### config.mk
export PLATFORM = sky130hd
export DESIGN_NAME = mul_sched
export DESIGN_NICKNAME = d
export VERILOG_FILES = /design/src/rtl/mul_sched_pkg.sv /design/src/rtl/mul_sched_booth.sv /design/src/rtl/mul_sched.sv
export SDC_FILE = /design/constraint.sdc
export NUM_CORES = 1
export LEC_CHECK = 0
export CORE_UTILIZATION = 38
export CTS_CLUSTER_DIAMETER = 40
export DETAILED_ROUTE_END_ITERATION = 7
export HOLD_SLACK_MARGIN = 0.05
export SLEW_MARGIN = 20
export SYNTH_ARGS = -nofsm -noshare
export SYNTH_HDL_FRONTEND = slang
export SYNTH_HIERARCHICAL = 1
export SYNTH_SLANG_ARGS = --single-unit
### constraint.sdc
create_clock -name i_clk -period 3.6 [get_ports i_clk]
set_input_delay 1.08 -clock i_clk [delete_from_list [all_inputs] [get_ports i_clk]]
set_output_delay 1.08 -clock i_clk [all_outputs]
set_load 0.02 [all_outputs]
### src/rtl/mul_sched_pkg.sv
// Shared definitions for the two-slot multiply scheduler: op codes, FSM states
// and the high-word sign fix-up applied to the core's signed product.
package mul_sched_pkg;

    localparam int DRAIN_CYC_DEF = 36;

    localparam logic [1:0] MUL_OP_MUL    = 2'b00;
    localparam logic [1:0] MUL_OP_MULH   = 2'b01;
    localparam logic [1:0] MUL_OP_MULHSU = 2'b10;
    localparam logic [1:0] MUL_OP_MULHU  = 2'b11;

    typedef enum logic [2:0] {
        ST_DRAIN = 3'd0,
        ST_IDLE  = 3'd1,
        ST_ISSUE = 3'd2,
        ST_WAIT  = 3'd3,
        ST_FIX   = 3'd4,
        ST_DONE  = 3'd5
    } state_t;

    // The core treats both operands as signed; an operand read as unsigned with
    // bit 31 set is short by 2^32, so the other operand is added to the high word.
    function automatic logic [31:0] mul_fix(
        input logic [1:0]  op,
        input logic [31:0] a,
        input logic [31:0] b,
        input logic [63:0] p
    );
        logic [31:0] hi;
        logic [31:0] corr_b_uns;
        logic [31:0] corr_a_uns;
        hi         = p[63:32];
        corr_b_uns = b[31] ? a : 32'd0;
        corr_a_uns = a[31] ? b : 32'd0;
        unique case (op)
            MUL_OP_MUL:    mul_fix = p[31:0];
            MUL_OP_MULH:   mul_fix = hi;
            MUL_OP_MULHSU: mul_fix = hi + corr_b_uns;
            default:       mul_fix = hi + corr_a_uns + corr_b_uns;
        endcase
    endfunction

endpackage

### src/rtl/mul_sched_booth.sv
// Radix-2 Booth signed 32x32 multiplier: loads on i_en, then 32 shift steps;
// o_finish rises after the last step and holds until the next load.
module mul_sched_booth (
    input  logic        i_clk,
    input  logic        i_en,
    input  logic [31:0] i_a,
    input  logic [31:0] i_b,
    output logic        o_finish,
    output logic [63:0] o_y
);

    logic [32:0] acc;
    logic [31:0] q;
    logic        q_m1;
    logic [31:0] m;
    logic [4:0]  cnt;
    logic        run;
    logic [32:0] sum;

    always_comb begin
        sum = acc;
        unique case ({q[0], q_m1})
            2'b01:   sum = acc + {m[31], m};
            2'b10:   sum = acc - {m[31], m};
            default: sum = acc;
        endcase
    end

    // No reset: this core is not cleared by the system reset, the controller drains it.
    always_ff @(posedge i_clk) begin
        if (i_en) begin
            acc      <= '0;
            q        <= i_b;
            q_m1     <= 1'b0;
            m        <= i_a;
            cnt      <= '0;
            run      <= 1'b1;
            o_finish <= 1'b0;
        end else if (run) begin
            acc  <= {sum[32], sum[32:1]};
            q    <= {sum[0], q[31:1]};
            q_m1 <= q[0];
            cnt  <= cnt + 5'd1;
            if (cnt == 5'd31) begin
                run      <= 1'b0;
                o_finish <= 1'b1;
            end
        end
    end

    assign o_y = {acc[31:0], q};

endmodule

### src/rtl/mul_sched.sv
// Multiply scheduler: round-robin arbitration of two issue slots onto one Booth
// core, RISC-V M high-word sign fix-up, and a valid/ready response channel.
module mul_sched
    import mul_sched_pkg::*;
#(
    parameter int DRAIN_CYC = DRAIN_CYC_DEF,
    parameter int ZERO_FAST = 1
) (
    input  logic        i_clk,
    input  logic        i_rstn,
    input  logic [1:0]  req_valid,
    output logic [1:0]  req_ready,
    input  logic [1:0]  req_op0,
    input  logic [1:0]  req_op1,
    input  logic [31:0] req_a0,
    input  logic [31:0] req_a1,
    input  logic [31:0] req_b0,
    input  logic [31:0] req_b1,
    output logic        rsp_valid,
    input  logic        rsp_ready,
    output logic        rsp_id,
    output logic [31:0] rsp_result,
    output logic        busy
);

    // Handshakes: a transfer happens on a rising clock edge where valid and ready
    // are both high; valid must not wait on ready, and rsp data holds until taken.

    localparam logic [7:0] DRAIN_LAST = 8'(DRAIN_CYC - 1);

    state_t      state;
    state_t      state_nxt;
    logic [7:0]  drain_cnt;
    logic        rr_ptr;

    logic [1:0]  op_q;
    logic [31:0] a_q;
    logic [31:0] b_q;
    logic        id_q;
    logic [63:0] p_q;
    logic [31:0] res_q;

    logic [1:0]  grant;
    logic        gnt_id;
    logic        hs;
    logic [1:0]  sel_op;
    logic [31:0] sel_a;
    logic [31:0] sel_b;
    logic        zero_hit;

    logic        core_en;
    logic        core_fin;
    logic [63:0] core_y;

    // Pointer slot wins when it is asking; otherwise the other slot may take it.
    always_comb begin
        grant  = 2'b00;
        gnt_id = rr_ptr;
        if (state == ST_IDLE) begin
            if (req_valid[rr_ptr]) begin
                grant[rr_ptr] = 1'b1;
                gnt_id        = rr_ptr;
            end else if (req_valid[~rr_ptr]) begin
                grant[~rr_ptr] = 1'b1;
                gnt_id         = ~rr_ptr;
            end
        end
    end

    assign hs       = |grant;
    assign sel_op   = gnt_id ? req_op1 : req_op0;
    assign sel_a    = gnt_id ? req_a1  : req_a0;
    assign sel_b    = gnt_id ? req_b1  : req_b0;
    assign zero_hit = (ZERO_FAST != 0) && ((sel_a == 32'd0) || (sel_b == 32'd0));

    always_comb begin
        state_nxt = state;
        unique case (state)
            ST_DRAIN: if (drain_cnt == DRAIN_LAST) state_nxt = ST_IDLE;
            ST_IDLE:  if (hs) state_nxt = zero_hit ? ST_DONE : ST_ISSUE;
            ST_ISSUE: state_nxt = ST_WAIT;
            ST_WAIT:  if (core_fin) state_nxt = ST_FIX;
            ST_FIX:   state_nxt = ST_DONE;
            ST_DONE:  if (rsp_ready) state_nxt = ST_IDLE;
            default:  state_nxt = ST_DRAIN;
        endcase
    end

    always_ff @(posedge i_clk or negedge i_rstn) begin
        if (!i_rstn) begin
            state <= ST_DRAIN;
        end else begin
            state <= state_nxt;
        end
    end

    // The core keeps running through reset, so its finish flag is untrusted here.
    always_ff @(posedge i_clk or negedge i_rstn) begin
        if (!i_rstn) begin
            drain_cnt <= '0;
        end else if (state == ST_DRAIN) begin
            drain_cnt <= drain_cnt + 8'd1;
        end
    end

    always_ff @(posedge i_clk or negedge i_rstn) begin
        if (!i_rstn) begin
            rr_ptr <= 1'b0;
            op_q   <= MUL_OP_MUL;
            a_q    <= '0;
            b_q    <= '0;
            id_q   <= 1'b0;
            p_q    <= '0;
            res_q  <= '0;
        end else begin
            if (hs) begin
                rr_ptr <= ~gnt_id;
                op_q   <= sel_op;
                a_q    <= sel_a;
                b_q    <= sel_b;
                id_q   <= gnt_id;
                if (zero_hit) res_q <= '0;
            end
            if (state == ST_WAIT && core_fin) p_q <= core_y;
            if (state == ST_FIX) res_q <= mul_fix(op_q, a_q, b_q, p_q);
        end
    end

    assign core_en    = (state == ST_ISSUE);
    assign req_ready  = grant;
    assign rsp_valid  = (state == ST_DONE);
    assign rsp_id     = id_q;
    assign rsp_result = res_q;
    assign busy       = (state != ST_IDLE);

    mul_sched_booth u_core (
        .i_clk    (i_clk),
        .i_en     (core_en),
        .i_a      (a_q),
        .i_b      (b_q),
        .o_finish (core_fin),
        .o_y      (core_y)
    );

endmodule
==> flow_summary.yaml <==
status:
  outcome: "finished with violations"
  violations: "setup timing"
worst_setup_path:
  crit_path_cell_trace: "nor4_4, buf_4, nand4b_1, buf_4, nor2_4, a21oi_1, xnor2_1, ha_1, o211ai_1, o2bb2ai_2, o21ai_2, a21oi_2, a211oi_2, a21o_1, mux2i_1, mux2_1"
  crit_top_cell: "buf_4"
  path_buf_inv: 2
  crit_family: "compound AO/OA/AOI/OAI gates"
  crit_slowest_cell: "edfxtp_1"
  critical_path_class: "flop to flop"
  required_ns: 4.08
  cp.depth: 16
  worst-path-max-fanout: 6
  critPathLaunchType: "flop"
  end_kind: "flop"
  cpPeakStageDelay_ns: 0.42
  critPathArrivalTime_ns: 4.30
  worst-r2r-cell-count: 16
sta:
  slew_headroom: 0.431
  setup_viol: 13
  fmax_mhz: 262
  grt_setup_unrepaired: "true"
  tightest_slew_ns: 0.853
  slew_viol_final: 0
  setup_ws_ns: -0.222
  hold_violations: 0
  period_share: 1.06
  skew_ns: 0.0219
  period_minus_slack_ns: 3.82
  tns_ns: -1.28
yosys:
  synthTopCellsByCount: "190 x a21oi_1, 187 x nor2_1, 175 x dfrtp_1"
  synthTopCellsByArea: "dfrtp_1 23%, edfxtp_1 9.9%, ha_1 6.4%, mux2_2 6.4%, mux2i_1 5.1%"
  async_flop_share: 0.627
  ys_ff_latch: 279
  synth_top_cell_area_share: 0.226
  netlist_area_mm2: 0.0194
  syn_area_per_cell_um2: 9.75
  synth_enable_flop_cells: 64
  synth_top_cell_by_area: "dfrtp_1"
  yosysSeqAreaShare: 0.366
  ys_warn_count: 6
  synth_nets: 2259
  yosysMostFrequentCell: "a21oi_1"
  netlist_instances: 1989
  synth_ff_type: "dfrtp_1"
  ys_types: 90
floorplanning:
  die_w_um: 228
  ioPinCount: 174
  start_util: 0.386
  die_h_um: 228
  rows: 82
  core_area_mm2: 0.0503
  die-area_mm2: 0.0519
global_route:
  gr-total-overflow: 0
  grt_pass1_vias: 17300
  grt_antenna_before_repair: 2
  grt_usage: 0.241
  grt_pass1_wl_mm: 97.8
  grt_start_max_net_pins: 87
cts:
  cts_buffer_depth: 3
  cts_root_buffer: "clkbuf_16"
  cts_buffers: 54
  hold_buffers: 0
  clock_sinks: 279
  path_clk_slew_ns: 0.06
  clk_latency_ns: 0.60
  cts_tree: "done"
  h-tree-depth: 2
flow_run:
  drv_cap: 0
route:
  postRouteAntennaNets: 0
  wirelength_mm: 63.7
  num_vias: 17100
  first_iter_violations: 1156
  drc: 0
  vias_per_cell: 5.54
  dr.pass1.iters: 5
  wl_per_cell_um: 20.7
cells_and_area:
  nFillCells: 4574
  fin_cells: 3085
  final_cell_area_mm2: 0.0262
  antenna_cells: 0
  fin_nets: 2637
  finalCoreUtilization: 0.521
  final_layout_size_suffix_gt1_frac: 0.257
  area_delta_synth_final_pct: 35.0
min_path:
  hold_depth: 1
  hold_class: "flop to flop"
placement:
  placed_area_mm2: 0.0234
  place_hpwl_mm: 49.0
  dp_cells: 2963
  io_buffers: 173
  gp_congestion: 0.922
[through the flow]
stage | worst slack [ns] | hold slack [ns]
after global routing | -0.476 | 0.495
after global placement | -0.300 | 0.458
after floorplan | -0.187 | 0.438
final | -0.222 | 0.468
after detailed placement | -0.426 | 0.457
after CTS | -0.207 | 0.468
[cell usage in the layout, fill, tap and decap left out, types with 16 or more instances in the layout]
cell type / instances
a211oi_1: 27
a21o_1: 38
a21oi_1: 167
a21oi_2: 18
a31oi_1: 16
and2_1: 54
and3_1: 21
buf_4: 232
clkbuf_16: 56
clkdlybuf4s50_1: 170
dfrtp_1: 172
dfxtp_1: 39
edfxtp_1: 64
fa_1: 32
ha_1: 89
inv_1: 44
mux2_2: 110
mux2i_1: 99
nand2_1: 106
nand3_1: 25
nand4_1: 21
nor2_1: 183
nor3_1: 26
nor4_1: 36
o211ai_1: 25
o21ai_0: 58
xnor2_1: 81
xor2_1: 26
[flip-flops by register name, summed over array words and instances, names as in the netlist, 2 cells and up]
name        count
drain_cnt       8
op_q            2
a_q            32
b_q            32
rsp_result     32
u_core/acc     32
u_core/q       32
p_q            64
u_core/cnt      5
state           3
u_core/m       32
[worst reg2reg max path, cell delays in order (launching register included)]
cell	delay [ns]
edfxtp_1	0.42
nor4_4	0.35
buf_4	0.18
nand4b_1	0.18
buf_4	0.20
nor2_4	0.19
a21oi_1	0.12
xnor2_1	0.14
ha_1	0.40
o211ai_1	0.17
o2bb2ai_2	0.17
o21ai_2	0.17
a21oi_2	0.06
a211oi_2	0.25
a21o_1	0.17
mux2i_1	0.19
mux2_1	0.33
[worst paths after layout]
check,from,end,slack (ns)
max,u_core/m[5],u_core/acc[31],-0.22
min,drain_cnt[7],drain_cnt[7],0.47
max reg2reg,u_core/m[5],u_core/acc[31],-0.22
min reg2reg,drain_cnt[7],drain_cnt[7],0.47
max in group asynchronous,i_rstn,state[0],2.22
min in group asynchronous,i_rstn,b_q[0],0.58
[layer usage]
layer,vias up,GRT usage,routed length (um)
li1,8126,-,-
met1,8395,0.306,27500
met2,473,0.405,30700
met3,112,0.0410,3320
met4,0,0.0992,2260
met5,-,0,0
[cells by family after synthesis]
group	Yosys count	share of synthesized area
and+or+nand+nor	574	0.148
muxes	225	0.133
DFF	279	0.366
buffers and inverters	150	0.0319
adders and majority gates	133	0.0990
xor gates and xnor gates	110	0.0497
AOI/OAI and AO/OA	518	0.173
[cell type report]
class	instances	area, um^2	share of cell area
repair buffers	427	3830	0.146
well taps	672	841	0.0321
multi-input cells	1560	12400	0.473
inverters	45	169	0.00645
flip-flops and latches	279	7110	0.272
clock inverters	38	420	0.0161
clock buffers	64	1420	0.0543
[timing repair]
item | in CTS | in global routing
endpoints found under the hold margin | 0 | 0
gates resized for setup | 44 | 120
pin swaps | 13 | 74
gates cloned | 0 | 1
setup endpoints to repair | 39 | 37
buffers inserted | 3 | 16
Power is not shown: default switching activity piles up to over one toggle a cycle in this logic, so the estimate is an artifact.
